==> config.mk <==
export PLATFORM = sky130hd
export DESIGN_NAME = trojan3_crossbar_rr_param
export DESIGN_NICKNAME = d
export VERILOG_FILES = /design/src/rtl/trojan3_crossbar_rr_param.sv
export SDC_FILE = /design/constraint.sdc
export NUM_CORES = 1
export LEC_CHECK = 0
export CAP_MARGIN = 20
export CORE_ASPECT_RATIO = 1.75
export CORE_MARGIN = 2
export CORE_UTILIZATION = 33
export CTS_BUF_LIST = sky130_fd_sc_hd__clkbuf_8
export DETAILED_ROUTE_END_ITERATION = 16
export PLACE_DENSITY = 0.6
export SYNTH_ARGS = -nofsm -noshare
export SYNTH_HDL_FRONTEND = slang
export SYNTH_SLANG_ARGS = --single-unit
==> constraint.sdc <==
create_clock -name clk -period 4.75 [get_ports clk]
set_clock_uncertainty 0.05 [all_clocks]
set_input_delay 1.425 -clock clk [delete_from_list [all_inputs] [get_ports clk]]
set_output_delay 1.425 -clock clk [all_outputs]
set_load 0.02 [all_outputs]
==> src/rtl/trojan3_crossbar_rr_param.sv <==
// -----------------------------------------------------------------------------
// trojan3_crossbar_rr_param
//
// NUM_INPUTS x NUM_OUTPUTS crossbar. Each output has a round-robin arbiter and
// a one-entry output register. A counter-triggered payload adds
// DATA_INCREMENT to every word accepted while the payload is active. This is
// the trojaned benchmark host of the trojan3 family.
//
// Handshake: an input word moves in the cycle where in_valid[i] && in_ready[i].
// in_ready is combinational: it depends on in_valid, in_dest, the RR pointers,
// out_valid and out_ready. An output word is consumed in the cycle where
// out_valid[o] && out_ready[o]. A slot that is being drained can accept a new
// word in the same cycle, so a stream runs without bubbles.
//
// Ports:
//   clk        clock
//   rst_n      synchronous active-low reset
//   in_data    flattened input data, channel i at [i*DATA_WIDTH +: DATA_WIDTH]
//   in_dest    flattened destination per input, channel i at [i*SEL_W +: SEL_W]
//   in_valid   input valid per channel
//   in_ready   input accepted this cycle (combinational)
//   out_data   flattened registered output data
//   out_valid  registered output valid
//   out_ready  downstream ready per output
//   busy       registered OR of in_valid
// -----------------------------------------------------------------------------
module trojan3_crossbar_rr_param #(
  parameter int DATA_WIDTH     = 8,
  parameter int NUM_INPUTS     = 4,
  parameter int NUM_OUTPUTS    = 4,
  parameter int SEL_W          = $clog2(NUM_OUTPUTS),
  parameter int CNT_WIDTH      = 10,
  parameter int THRESHOLD      = 458,
  parameter int DATA_INCREMENT = 9,
  parameter int COUNT_MODE     = 0,
  parameter int ONE_SHOT       = 0
) (
  input  logic                              clk,
  input  logic                              rst_n,
  input  logic [NUM_INPUTS*DATA_WIDTH-1:0]  in_data,
  input  logic [NUM_INPUTS*SEL_W-1:0]       in_dest,
  input  logic [NUM_INPUTS-1:0]             in_valid,
  output logic [NUM_INPUTS-1:0]             in_ready,
  output logic [NUM_OUTPUTS*DATA_WIDTH-1:0] out_data,
  output logic [NUM_OUTPUTS-1:0]            out_valid,
  input  logic [NUM_OUTPUTS-1:0]            out_ready,
  output logic                              busy
);

  localparam int PTR_W = $clog2(NUM_INPUTS);
  localparam logic [CNT_WIDTH-1:0]  THR = CNT_WIDTH'(THRESHOLD);
  localparam logic [DATA_WIDTH-1:0] INC = DATA_WIDTH'(DATA_INCREMENT);

  // Input index base+off, wrapped modulo NUM_INPUTS (off < NUM_INPUTS).
  function automatic logic [PTR_W-1:0] wrap_idx(input logic [PTR_W-1:0] base,
                                                input int off);
    int s;
    s = int'(base) + off;
    if (s >= NUM_INPUTS) s = s - NUM_INPUTS;
    return PTR_W'(s);
  endfunction

  logic [PTR_W-1:0]              ptr_q   [NUM_OUTPUTS];
  logic [PTR_W-1:0]              ptr_d   [NUM_OUTPUTS];
  logic [PTR_W-1:0]              gnt_idx [NUM_OUTPUTS];
  logic [NUM_INPUTS-1:0]         req     [NUM_OUTPUTS];
  logic [NUM_OUTPUTS-1:0]        gnt_hit;
  logic [NUM_OUTPUTS-1:0]        gnt_vld;
  logic [NUM_OUTPUTS-1:0]        can_load;
  logic [NUM_OUTPUTS*DATA_WIDTH-1:0] out_data_q, out_data_d;
  logic [NUM_OUTPUTS-1:0]        out_valid_q, out_valid_d;
  logic [CNT_WIDTH-1:0]          cnt_q, cnt_d;
  logic                          fired_q, fired_d;
  logic                          busy_q;
  logic                          any_xfer;
  logic                          adv;
  logic                          trig;
  logic                          active;

  // Request matrix. A destination >= NUM_OUTPUTS matches no output and so is
  // never granted; that input simply stalls.
  always_comb begin
    for (int o = 0; o < NUM_OUTPUTS; o++) begin
      for (int i = 0; i < NUM_INPUTS; i++) begin
        req[o][i] = in_valid[i] && (in_dest[i*SEL_W +: SEL_W] == SEL_W'(o));
      end
    end
  end

  // Round-robin search. Scanning offsets from high to low lets the smallest
  // offset from ptr overwrite any earlier hit, so the winner is the first
  // requester at or above ptr, wrapping around.
  always_comb begin
    can_load = ~out_valid_q | out_ready;
    for (int o = 0; o < NUM_OUTPUTS; o++) begin
      gnt_hit[o] = 1'b0;
      gnt_idx[o] = '0;
      for (int k = NUM_INPUTS - 1; k >= 0; k--) begin
        if (req[o][wrap_idx(ptr_q[o], k)]) begin
          gnt_hit[o] = 1'b1;
          gnt_idx[o] = wrap_idx(ptr_q[o], k);
        end
      end
      gnt_vld[o] = gnt_hit[o] & can_load[o];
    end
  end

  // Each input names one destination, so it can win at most one output.
  always_comb begin
    in_ready = '0;
    for (int o = 0; o < NUM_OUTPUTS; o++) begin
      if (gnt_vld[o]) in_ready[gnt_idx[o]] = 1'b1;
    end
  end

  assign any_xfer = |(in_valid & in_ready);

  // Trigger counter and payload activation.
  assign adv    = (COUNT_MODE == 0) ? 1'b1 : any_xfer;
  assign trig   = (cnt_q == THR);
  assign active = trig | fired_q;

  always_comb begin
    cnt_d   = cnt_q;
    fired_d = fired_q;
    if (adv) begin
      cnt_d = trig ? '0 : cnt_q + 1'b1;
      // fired_q stays 0 in periodic mode, so active reduces to trig there.
      if ((ONE_SHOT != 0) && trig) fired_d = 1'b1;
    end
  end

  // Output slots and RR pointers. A drained slot reloads in the same cycle.
  always_comb begin
    out_data_d  = out_data_q;
    out_valid_d = out_valid_q;
    for (int o = 0; o < NUM_OUTPUTS; o++) begin
      ptr_d[o] = ptr_q[o];
      if (gnt_vld[o]) begin
        out_valid_d[o] = 1'b1;
        out_data_d[o*DATA_WIDTH +: DATA_WIDTH] =
          active ? in_data[int'(gnt_idx[o])*DATA_WIDTH +: DATA_WIDTH] + INC
                 : in_data[int'(gnt_idx[o])*DATA_WIDTH +: DATA_WIDTH];
        ptr_d[o] = wrap_idx(gnt_idx[o], 1);
      end else if (out_ready[o]) begin
        out_valid_d[o] = 1'b0;
      end
    end
  end

  always_ff @(posedge clk) begin
    if (!rst_n) begin
      out_valid_q <= '0;
      out_data_q  <= '0;
      busy_q      <= 1'b0;
      cnt_q       <= '0;
      fired_q     <= 1'b0;
      for (int o = 0; o < NUM_OUTPUTS; o++) ptr_q[o] <= '0;
    end else begin
      out_valid_q <= out_valid_d;
      out_data_q  <= out_data_d;
      busy_q      <= |in_valid;
      cnt_q       <= cnt_d;
      fired_q     <= fired_d;
      for (int o = 0; o < NUM_OUTPUTS; o++) ptr_q[o] <= ptr_d[o];
    end
  end

  assign out_data  = out_data_q;
  assign out_valid = out_valid_q;
  assign busy      = busy_q;

endmodule

# After elaboration in Yosys (flattened, before gate mapping)
# Memory sizes are Yosys's and may differ from the RTL's.
# Index checks and enable logic that the tools add are counted.
# totals
reg_bits	47
latch_bits	0
mem_bits_rw	8
romBits	0
input_bits	50
out_inout_bits	41
wordCells	275
mem_count	1
# classes
addsub	41
n_mul	0
div_mod_pow	0
order_cmp	44
n_eq_ne	13
shift	4
mux	118
bitwise	14
n_reduce_logical	30
# mem_list
memory	depth	word_bits	read_ports	rd_ports_with_merged_regs	wr	line	rtl
ptr_q	4	2	4	0	4	63	logic [PTR_W-1:0] ptr_q [NUM_OUTPUTS];
# op_table
cell	count
32-bit by 6-bit variable part select with 8-bit output	4
2-bit two-way mux	44
2-bit by 3-bit less-than comparator with 1-bit output, second input constant	20
3-bit >= comparator, second input constant	16
1-bit two-way mux	46
2-bit by 1-bit subtractor with 2-bit output, second input constant	20
8-bit by 4-bit adder with 8-bit output, second input constant	4
1-bit binary-select mux with 2-bit select	16
8-bit two-way mux	4
2-bit by 1-bit adder with 3-bit output, second input constant	8
2-bit by 2-bit adder with 3-bit output, second input constant	8
1-bit logical AND	20
2-bit equality test, second input constant	8
4-bit two-way mux	4
4-bit OR	4
2-bit by 3-bit >= comparator with 1-bit output, second input constant	4
10-bit by 1-bit adder with 10-bit output, second input constant	1
10-bit by 9-bit equality test with 1-bit output, second input constant	1
1-bit demux with 2-bit select	4
2-bit by 1-bit equality test with 1-bit output, second input constant	4
2-bit by 1-bit >= comparator with 1-bit output, second input constant	4
2-bit logical NOT	4
2-bit nonzero test	4
1-bit AND	4
other kinds (5)	8

# Longest topological paths before layout
# An unclocked memory read counts as a cell.
# depth
ltp_word	21
ltp_mapped	14
ltp_nobuf	12

# Least setup slack after synthesis
# No wires, ideal clock.
# synth_timing
path_type	input to output
startpoint	in in_valid[1]
endpoint	out in_ready[2]
t_arrival_ps	3130
t_required_ps	3275
slack_ps	145
path_stages	8
path_buffers	3
path_cell_list	buf_2 nor3b_1 o211ai_1 and3_1 buf_6 buf_6 ha_1 a221o_1
# synth_via
elab_chain_cells	18
# synth_lines
item	line	rtl
from (decl)	42	input logic [NUM_INPUTS-1:0] in_valid,
1-bit logical AND	85	req[o][i] = in_valid[i] && (in_dest[i*SEL_W +: SEL_W] == SEL_W'(o));
1-bit binary-select mux with 2-bit select	99	if (req[o][wrap_idx(ptr_q[o], k)]) begin
1-bit two-way mux (implied by the code)	99	
2-bit two-way mux (4 in series)	99	
2-bit by 3-bit less-than comparator with 1-bit output (implied by the code) / 2-bit by 1-bit >= comparator with 1-bit output (equally long branches)	112	if (gnt_vld[o]) in_ready[gnt_idx[o]] = 1'b1;
1-bit logical AND (implied by the code)	112	
1-bit two-way mux (implied by the code)	112	
1-bit demux with 2-bit select	112	
4-bit two-way mux	112	
4-bit OR (no source line)	n/a	
4-bit two-way mux	112	
4-bit OR (no source line)	n/a	
4-bit two-way mux	112	
4-bit OR (no source line)	n/a	
4-bit two-way mux *	112	
to (decl)	43	output logic [NUM_INPUTS-1:0] in_ready,
# Every way passes the cells marked *; elsewhere a longest branch is shown, timed or not. The select of a mux whose other input is x is not followed.

# Final worst setup path
# layout_timing
startpoint	in in_dest[1]
endpoint	out in_ready[2]
# layout_via
elab_chain_cells	19
# layout_lines
item	line	rtl
from (decl)	41	input logic [NUM_INPUTS*SEL_W-1:0] in_dest,
2-bit logical NOT	85	
1-bit logical AND	85	
1-bit binary-select mux with 2-bit select	99	
1-bit two-way mux (implied by the code)	99	
2-bit two-way mux (4 in series)	99	
2-bit by 3-bit less-than comparator with 1-bit output (implied by the code) / 2-bit by 1-bit >= comparator with 1-bit output (equally long branches)	112	
1-bit logical AND (implied by the code)	112	
1-bit two-way mux (implied by the code)	112	
1-bit demux with 2-bit select	112	
4-bit two-way mux	112	
4-bit OR (no source line)	n/a	
4-bit two-way mux	112	
4-bit OR (no source line)	n/a	
4-bit two-way mux	112	
4-bit OR (no source line)	n/a	
4-bit two-way mux *	112	
# Marked as above.

==> results.py <==
metrics = {
    "yosys": {
        "synth_ff_type": "dfxtp_1",
        "syn_inst": 573,
        "synth-seq-cells": 55,
        "synth_cell_type_count": 76,
        "syn_area_per_cell_sq_um": 8.13,
        "yosys-top-cells-area": "dfxtp_1 24%, mux2i_1 7.1%, nand2_1 6.2%",
        "synth-async-reset-ratio_pct": 0,
        "yosysMostFrequentCell": "nand2_1",
        "synth_nets": 645,
        "synth_edf_count": 0,
        "yosysTopAreaCellShare_pct": 23.6,
        "synth_common_cells": "77 x nand2_1, 55 x dfxtp_1, 42 x a21oi_1",
        "syn_area_sq_um": 4660,
        "seq_area_frac_synth_pct": 23.6,
        "synth_top_area_cell": "dfxtp_1",
        "yosys_warnings": 0,
    },
    "timing": {
        "relSlewSlack_pct": 34.9,
        "period_needed_ps": 4880,
        "clock.fmax_mhz": 205,
        "drv_slew": 0,
        "rsz0062_at_grt": "true",
        "min_period_over_period_pct": 103,
        "worst_pin_slew_ps": 973,
        "timing.setup.tns_ps": -331,
        "finalSetupViolations": 4,
        "final-hold-violation-count": 0,
        "setup_ws_ps": -134,
        "hold_slack_ps": 439,
    },
    "layout": {
        "multi_input_area_sq_um": 3510,
        "stdcell_count": 922,
        "area_growth_pct": 45.2,
        "n_fill_cell": 1368,
        "regArea_sq_um": 1100,
        "finalNetCount": 816,
        "design_area_sq_um": 6770,
        "final_layout_size_suffix_gt1_share_pct": 25.9,
        "antenna_cells": 0,
    },
    "drt": {
        "num_vias": 5231,
        "vias_per_cell": 5.67,
        "drt_iter0_markers": 312,
        "routed_wl_um": 17600,
        "wire_per_inst_um": 19.1,
        "postRouteAntennaNets": 0,
        "drc": 0,
        "dr.pass1.iters": 6,
    },
    "power": {
        "peakVddDrop_mv": 0.141,
        "p_per_area_nw_per_um2": 232,
        "fin_total_pwr_w": 0.00157,
        "leakage_nw": 2.77,
    },
    "outcome": {
        "outcome": "finished with violations",
        "failed_checks": "setup timing",
    },
    "placed_design": {
        "gp_congestion": 0.948,
        "io_buffer_count": 90,
        "dpl.cell_count": 885,
        "placed_cell_area_sq_um": 6200,
        "dp_hpwl_um": 13200,
    },
    "floorplanning": {
        "fp-row-count": 57,
        "start_util_pct": 33.7,
        "die_area_sq_um": 15100,
        "die_w_um": 93.8,
        "io_pins": 91,
        "core_area_sq_um": 13800,
        "die_h_um": 161,
    },
    "worst_setup_path": {
        "end_kind": "primary output",
        "critPathLaunchType": "input port",
        "cp_max_fo": 6,
        "cp.required_ps": 3270,
        "worstPathArrival_ps": 3410,
        "critical_path_class": "input port to primary output",
    },
    "clocking": {
        "clock-sinks": 55,
        "cts_buffer_depth": 2,
        "cts_htree_levels": 2,
        "cts_tree": "built",
        "clk_latency_ps": 320,
        "clk_pin_slew_ps": 90,
        "cts_buffers": 5,
        "clockRootBuffer": "clkbuf_8",
    },
    "global_route": {
        "grt_pass1_vias": 5389,
        "grt_max_degree": 54,
        "grt.total_usage_pct": 23.0,
        "grt_pass1_wl_um": 27400,
        "antenna_found_initial": 0,
        "overflow": 0,
    },
    "worst_hold_path": {
        "hold_class": "flip-flop to flip-flop",
    },
    "run": {
        "cap_violations": 0,
    },
}
==> critical path, stage by stage <==
cell and delay, ps:
buf_8 100, buf_8 130, nor4bb_4 310, buf_4 150, o211ai_1 130, buf_4 170, and3_4 180, buf_6 130
ha_4 150, a221o_1 370, buf_6 150
==> power breakdown <==
group	internal, W	switching [W]	total, W
sequential	0.000508	0.0000327	0.000540
clock	0.000132	0.000165	0.000297
combinational	0.000347	0.000387	0.000734
==> layout make-up <==
type	count	share of cell area (%)
tap	177	3.27
timing repair buffer	198	25.6
clock buffer	7	1.42
clock inverter	1	0.0555
sequential	55	16.3
inverter	25	1.55
multi-input combinational	459	51.9
==> kinds of logic after synthesis <==
family | after synthesis | share of synthesized area (%)
simple gates | 194 | 21.7
mux | 42 | 9.34
compound gates | 173 | 27.8
buf+inv | 59 | 6.28
xor+xnor | 28 | 5.26
fa+ha+maj | 22 | 5.91
flops | 55 | 23.6
==> placed cells by master (no fill, tap or decap), drive strengths merged, types with 8 or more instances in the layout <==
| master | instances |
|---|---|
| mux2i | 33 |
| nand4 | 13 |
| ha | 22 |
| o211a | 13 |
| a31oi | 10 |
| nor2b | 8 |
| o211ai | 9 |
| nand3 | 19 |
| a21oi | 42 |
| o21ai | 25 |
| nand2 | 77 |
| xor2 | 9 |
| a32o | 8 |
| inv | 24 |
| a22o | 12 |
| xnor2 | 19 |
| nor2 | 25 |
| o31ai | 8 |
| dfxtp | 55 |
| buf | 124 |
| mux2 | 9 |
| clkdlybuf4s50 | 74 |
==> registers in the layout, indices dropped and copies added (netlist names) <==
name / count
busy: 1
cnt_q: 10
out_data: 32
out_valid: 4
ptr_q: 8
==> worst paths after layout <==
kind / start / to / cells after the start / slack (ps)
worst max-delay path: in_dest[1] / in_ready[2] / 11 / -130
worst min-delay path: cnt_q[0] / cnt_q[0] / 1 / 440
worst max register to register: ptr_q[0][1] / out_data[7] / 23 / 800
worst min register to register: cnt_q[0] / cnt_q[0] / 1 / 440
==> stage by stage <==
stage                     util, %  worst slack, ps
after floorplan                 -              145
after global placement       44.8             -881
after detailed placement     44.8             -866
after CTS                    48.2            -40.4
after global routing         48.9             -158
final                        48.9             -134
==> layer usage <==
metal	wire [um]	vias to the layer above	global-route usage, %
li1	-	2482	-
met1	6510	2506	24.7
met4	937	0	11.9
met3	741	55	2.33
met2	9410	188	43.0
met5	0	-	0
==> repair_timing <==
action / 4_1_cts / 5_1_grt
cloned: 2 / 0
pin swaps: 23 / 17
hold buffers: 0 / 0
resized for setup: 116 / 23
buffers inserted: 23 / 6
setup endpoints to repair: 4 / 10
(Power assumes the default switching activity.)
